**src/rtl/pipe_hazard_ctrl.sv**
```systemverilog
// Hazard and sequencing controller for the 5-stage pipeline: stalls, flushes, bubbles and mul/div occupancy.
// Optional PIPE_HAZARD_PERF_EN adds free-running stallCount/flushCount performance counters.
module pipe_hazard_ctrl #(
  parameter int MD_LAT = 4
) (
  input  logic       clk,
  input  logic       reset,
  input  logic [4:0] rs1_OF,
  input  logic [4:0] rs2_OF,
  input  logic       useRs1_OF,
  input  logic       useRs2_OF,
  input  logic [4:0] rd_ALU,
  input  logic       isWb_ALU,
  input  logic       isLd_ALU,
  input  logic       isMd_ALU,
  input  logic       isBranchTaken_ALU,
  input  logic       extStall,
  output logic       stall_IF,
  output logic       stall_OF,
  output logic       stall_ALU,
  output logic       flush_OF,
  output logic       bubble_ALU,
  output logic       bubble_MA,
  output logic       busyMd
`ifdef PIPE_HAZARD_PERF_EN
  ,
  output logic [31:0] stallCount,
  output logic [31:0] flushCount
`endif
);

  typedef enum logic {RUN, MDBUSY} state_t;

  localparam logic [3:0] MD_RELOAD = 4'(MD_LAT - 2);

  state_t     state;
  logic [3:0] mdCnt;
  logic       loadUse;
  logic       branchFlush;

  assign loadUse = isLd_ALU & isWb_ALU &
                   ((useRs1_OF & (rs1_OF == rd_ALU)) | (useRs2_OF & (rs2_OF == rd_ALU)));

  assign branchFlush = !reset && !extStall && (state == RUN) && isBranchTaken_ALU;

  always_comb begin
    stall_IF   = 1'b0;
    stall_OF   = 1'b0;
    stall_ALU  = 1'b0;
    flush_OF   = 1'b0;
    bubble_ALU = 1'b0;
    bubble_MA  = 1'b0;
    busyMd     = 1'b0;
    if (reset) begin
      flush_OF   = 1'b1;
      bubble_ALU = 1'b1;
      bubble_MA  = 1'b1;
    end else if (extStall) begin
      // A frozen mul/div sequence is still in progress, so busyMd stays visible.
      stall_IF  = 1'b1;
      stall_OF  = 1'b1;
      stall_ALU = 1'b1;
      busyMd    = (state == MDBUSY);
    end else if (state == MDBUSY) begin
      busyMd = 1'b1;
      if (mdCnt != 4'd0) begin
        stall_IF  = 1'b1;
        stall_OF  = 1'b1;
        stall_ALU = 1'b1;
        bubble_MA = 1'b1;
      end
    end else if (isBranchTaken_ALU) begin
      flush_OF   = 1'b1;
      bubble_ALU = 1'b1;
    end else if (isMd_ALU) begin
      stall_IF  = 1'b1;
      stall_OF  = 1'b1;
      stall_ALU = 1'b1;
      bubble_MA = 1'b1;
      busyMd    = 1'b1;
    end else if (loadUse) begin
      stall_IF   = 1'b1;
      stall_OF   = 1'b1;
      bubble_ALU = 1'b1;
    end
  end

  always_ff @(posedge clk) begin
    if (reset) begin
      state <= RUN;
      mdCnt <= 4'd0;
    end else if (!extStall) begin
      case (state)
        RUN: begin
          if (!isBranchTaken_ALU && isMd_ALU) begin
            state <= MDBUSY;
            mdCnt <= MD_RELOAD;
          end
        end
        MDBUSY: begin
          if (mdCnt != 4'd0) mdCnt <= mdCnt - 4'd1;
          else               state <= RUN;
        end
        default: state <= RUN;
      endcase
    end
  end

`ifdef PIPE_HAZARD_PERF_EN
  // Counters wrap naturally at 32 bits.
  always_ff @(posedge clk) begin
    if (reset) begin
      stallCount <= 32'd0;
      flushCount <= 32'd0;
    end else begin
      if (stall_IF || stall_OF || stall_ALU) stallCount <= stallCount + 32'd1;
      if (branchFlush)                       flushCount <= flushCount + 32'd1;
    end
  end
`endif

endmodule

```
**config.mk**
```make
export PLATFORM = sky130hd
export DESIGN_NAME = pipe_hazard_ctrl
export DESIGN_NICKNAME = d
export VERILOG_FILES = /design/src/rtl/pipe_hazard_ctrl.sv
export SDC_FILE = /design/constraint.sdc
export NUM_CORES = 1
export LEC_CHECK = 0
export CORE_MARGIN = 2
export CORE_UTILIZATION = 33
export CTS_CLUSTER_DIAMETER = 150
export DETAILED_ROUTE_END_ITERATION = 7
export GPL_ROUTABILITY_DRIVEN = 0
export GPL_TIMING_DRIVEN = 0
export PLACE_DENSITY = 0.88
export RECOVER_POWER = 100
export SETUP_SLACK_MARGIN = 0.02
export SLEW_MARGIN = 20
export SYNTH_ARGS = -nofsm -noshare
export SYNTH_HDL_FRONTEND = slang
export SYNTH_SLANG_ARGS = --single-unit
export TNS_END_PERCENT = 20
```
**constraint.sdc**
```tcl
create_clock -name clk -period 2 [get_ports clk]
set_input_delay 0.4 -clock clk [delete_from_list [all_inputs] [get_ports clk]]
set_output_delay 0.4 -clock clk [all_outputs]
set_load 0.02 [all_outputs]
```
=== Word-level counts from Yosys, hierarchy flattened ===
Index checks and enable logic that the tools add are counted.

* Word-level logic and storage cells: 49
* Register bits after elaboration: 5
* Output and inout port bits: 7

* $add $sub $neg: 1
* Bitwise logic cells: 7
* Mux-type cells: 31
* Reduce and logical (&&, ||, !) cells: 4
* Equality and inequality tests: 4

{| class="wikitable"
|+ Operators with widths
! operator !! number
|-
| $mux W1 || 27
|-
| $eq A5 B5 Y1 || 2
|-
| $mux W4 || 2
|-
| $pmux W4 S2 || 1
|-
| $and A1 B1 Y1 || 4
|-
| $ne A2 B1 Y1 const B || 2
|-
| $reduce_bool A4 Y1 || 1
|-
| $sub A4 B1 Y4 const B || 1
|-
| $reduce_and A3 Y1 || 1
|-
| $not A1 Y1 || 2
|-
| $pmux W1 S2 || 1
|-
| $logic_and A1 B1 Y1 || 1
|-
| $logic_not A1 Y1 || 1
|-
| $or A1 B1 Y1 || 1
|}

=== Logic depth before layout (Yosys ltp) ===
* Depth in word-level cells: 10
* Gate-level depth with buffers: 7
* Mapped depth without buffers: 6

=== Worst setup path before layout ===
OpenSTA, ideal clock, no wires.

* Kind: flip-flop to output port
* Start point: reg mdCnt[0]
* End point: out stall_OF
* Setup slack: -253 ps
* Stages on the path, launching flop included: 8
* Data required time: 1600 ps
* Arrival time: 1853 ps
* Path through: dfxtp_1 > inv_1 > ha_1 > or3b_4 > a21oi_2 > a21oi_1 > o21bai_1 > buf_4

* Longest elaborated chain between the ends: 5

{| class="wikitable"
|+ RTL lines
! what !! RTL line !! text
|-
| from (decl) || 37 || <nowiki>logic [3:0] mdCnt;</nowiki>
|-
| from (signal assigned) || 101 || <nowiki>if (mdCnt != 4'd0) mdCnt <= mdCnt - 4'd1;</nowiki>
|-
| $reduce_bool A4 Y1 || 66 || <nowiki>if (mdCnt != 4'd0) begin</nowiki>
|-
| $mux W1 (4 in series) || - ||
|-
| to (decl) || 19 || <nowiki>output logic stall_OF,</nowiki>
|}

No other way between the ends.

=== Worst setup path after layout ===
* Start point: reg mdCnt[0]
* End point: out stall_OF

* Longest elaborated chain between the ends: 5

{| class="wikitable"
|+ RTL lines
! what !! RTL line !! text
|-
| $reduce_bool A4 Y1 || 66 ||
|-
| $mux W1 || 66 ||
|-
| $mux W1 || 64 || <nowiki>end else if (state == MDBUSY) begin</nowiki>
|-
| $mux W1 || 58 || <nowiki>end else if (extStall) begin</nowiki>
|-
| $mux W1 || 54 || <nowiki>if (reset) begin</nowiki>
|}

No other way between the ends.

==> impl_metrics.sql <==
INSERT INTO impl_metrics (metric_group, metric, value, unit) VALUES
('critical_path', 'timing.critical_path.cells', 'inv_2 > ha_4 > or3b_4 > a21oi_4 > a21oi_2 > o21bai_4 > buf_6 > buf_6', ''),
('yosys', 'ys_dominant_reg_cell', 'dfxtp_1', ''),
('flow_run', 'max-cap-violations', '0', ''),
('yosys', 'synth.top_cells.by_count', 'xor2_1 (9), a21oi_1 (6), inv_1 (6)', ''),
('yosys', 'synth_enable_flop_cells', '0', ''),
('timing', 'grt_setup_unrepaired', 'yes', ''),
('detailed_routing', 'route.antenna.remaining_nets', '0', ''),
('timing', 'finalSetupViolations', '5', ''),
('critical_path', 'timing_worst_setup_path_type', 'flip-flop to output port', ''),
('power', 'internal-power', '281', 'uW'),
('outcome', 'failing_checks', 'setup timing', ''),
('timing', 'min_period_over_period', '112', '%'),
('yosys', 'synth_area_leader_cell', 'dfxtp_1', ''),
('critical_path', 'worst_path_fanout_max', '4', ''),
('outcome', 'result_of_the_run', 'finished, violations left', ''),
('yosys', 'postSynthNetCount', '83', ''),
('floorplanning', 'floorplan.initialDensity', '34.8', '%'),
('floorplanning', 'die_span_in_y', '40.8', 'um'),
('clock_tree', 'clk_pin_slew_worst_paths', '0.04', 'ns'),
('global_routing', 'grt_antenna_before_repair', '0', ''),
('clock_tree', 'clockBufferDepth', '2', ''),
('yosys', 'synth-seq-cells', '5', ''),
('power', 'fraction_of_power_consumed_by_sequential_logic', '27.8', '%'),
('cells_and_area', 'drive_gt1_share', '33.7', '%'),
('timing', 'maxSlewViolCount', '0', ''),
('cells_and_area', 'area_growth_syn_to_layout', '97.2', '%'),
('cells_and_area', 'antenna-diode-count', '0', ''),
('yosys', 'synth_area_per_cell', '7.70', 'sq um'),
('yosys', 'post_synth_instance_area', '447', 'sq um'),
('timing', 'skew', '0.00426', 'ns'),
('power', 'p_per_area', '473', 'nW/um^2'),
('floorplanning', 'num_rows', '13', ''),
('yosys', 'synth.distinct_cells', '27', ''),
('global_routing', 'maximum_number_of_pins_on_one_net_before_global_route_repair', '9', ''),
('yosys', 'syn-instance-count', '58', ''),
('timing', 'tightest_slew', '0.320', 'ns'),
('clock_tree', 'cts_hold_buffers', '0', ''),
('detailed_routing', 'finalWirelength', '1560', 'um'),
('detailed_routing', 'drcViolationCount', '0', ''),
('timing', 'hold_violations', '0', ''),
('critical_path', 'worst_ep_required_time', '1.60', 'ns'),
('yosys', 'portion_of_the_post_synthesis_area_used_by_sequential_elements', '22.4', '%'),
('place', 'dpl_worst_slack', '-0.863', 'ns'),
('critical_path', 'bufs_and_invs_on_worst_path', '3', ''),
('place', 'place_hpwl', '1080', 'um'),
('detailed_routing', 'drt-pass1-iter-count', '4', ''),
('yosys', 'yosys-top-cells-area', 'dfxtp_1 (22%), xor2_1 (18%), a21oi_1 (6.7%)', ''),
('global_routing', 'grtUsageTotal', '21.3', '%'),
('critical_path', 'critPathCaptureType', 'output port', ''),
('yosys', 'post-synth-top-count-cell', 'xor2_1', ''),
('power', 'switching_share', '32.4', '%'),
('floorplanning', 'core-area', '1280', 'sq um'),
('place', 'placed_area', '788', 'sq um'),
('hold_path', 'timing.hold.worst.class', 'flip-flop to flip-flop', ''),
('power', 'clock_share_of_power', '28.3', '%'),
('critical_path', 'critical_path.max_stage_delay', '0.40', 'ns'),
('place', 'dpl.cell_count', '103', ''),
('clock_tree', 'clk_tree_root_cell', 'clkbuf_4', ''),
('yosys', 'async_flop_share', '0', '%'),
('critical_path', 'cpMaxStageDelayCell', 'or3b_4', ''),
('clock_tree', 'tritoncts.num_buffers', '3', ''),
('detailed_routing', 'vias_per_cell', '5.20', ''),
('floorplanning', 'design.portCount', '31', ''),
('power', 'irDropWorstVdd', '421', 'uV'),
('timing', 'worst_slack', '-0.233', 'ns'),
('critical_path', 'timing.critical_path.max_delay_family', 'compound AO/OA/AOI/OAI gates', ''),
('global_routing', 'grt_overflow', '0', ''),
('power', 'pwr-share-comb', '44.0', '%'),
('global_routing', 'via_count_of_the_first_global_routing_pass', '521', ''),
('global_routing', 'grt_first_pass_wirelength', '2220', 'um'),
('timing', 'period_needed', '2.23', 'ns');
## what timing repair did
action | in CTS | in global routing
setup endpoints to repair | 7 | 6
pin swaps | 10 | 0
setup buffers | 6 | 0
gates cloned | 0 | 0
resized for setup | 60 | 2
## sequential cells by signal (all words and copies together), names as in the netlist
signal,count
mdCnt,4
state,1
## kinds of logic (layout without fill, tap and decap cells)
| logic type | Yosys count | count (layout) | synth area share [%] |
|---|---|---|---|
| AND/OR/NAND/NOR | 17 | 17 | 22.4 |
| buffers and inverters | 7 | 47 | 6.72 |
| AO/OA/AOI/OAI | 18 | 18 | 26.1 |
| flip-flops | 5 | 5 | 22.4 |
| XOR/XNOR | 10 | 10 | 19.6 |
| adder cells (fa/ha/maj) | 1 | 1 | 2.80 |
## area by class of cell
cell class	instances	area, sq um
Multi-Input combinational cell	46	384
Fill cell	101	404
Clock buffer	4	26.3
Inverter	6	22.5
Tap cell	15	18.8
Sequential cell	5	103
Buffer	1	11.3
Timing Repair Buffer	36	315
## worst reg2reg max path, cell delays in order (launching register included)
cell and delay, ns:
dfxtp_2 0.34, inv_2 0.05, ha_4 0.15, or3b_4 0.25, a21oi_4 0.07, buf_4 0.16
or3_2 0.40, a21oi_1 0.14
## cells in the final DEF (no fill, tap or decap), drive strengths merged, types with 2 or more instances in the layout
cell,count
inv,6
dfxtp,5
clkdlybuf4s15,6
nor2,4
clkdlybuf4s50,6
clkbuf,5
dlygate4sd2,13
nand3,2
buf,11
o21ai,4
xor2,9
nor4,2
a21oi,7
or3,3
## per-stage QoR
step | setup TNS (ns) | hold WS, ns | power (uW)
after floorplan | -0.0875 | 0.454 | 194
after global routing | -1.29 | 0.516 | 441
after detailed placement | -4.46 | 0.477 | 282
final | -0.848 | 0.502 | 417
after CTS | -0.809 | 0.501 | 418
after global placement | -4.25 | 0.471 | 277
## per-layer routing
| layer | up-vias | track usage (%) | routed length (um) |
|---|---|---|---|
| met4 | 0 | 9.17 | 40 |
| li1 | 292 | - | - |
| met2 | 24 | 33.6 | 792 |
| met5 | - | 0 | 0 |
| met3 | 6 | 9.24 | 79 |
| met1 | 266 | 24.7 | 647 |
## worst paths after layout
check / start / end / slack (ns) / depth (start not counted)
worst max-delay path: mdCnt[0] / stall_OF / -0.23 / 8
worst min-delay path: mdCnt[0] / mdCnt[0] / 0.50 / 2
worst max register to register: mdCnt[0] / mdCnt[0] / 0.37 / 7
worst min register to register: mdCnt[0] / mdCnt[0] / 0.50 / 2
## power groups by stage
stage	sequential [uW]	clock, uW	combinational [uW]
after global placement	115	0	162
after floorplan	114	0	80.1
after CTS	115	124	180
after detailed placement	115	0	166
after global routing	116	129	196
final	116	118	183
Note: power is estimated with default switching activity, not from simulation.
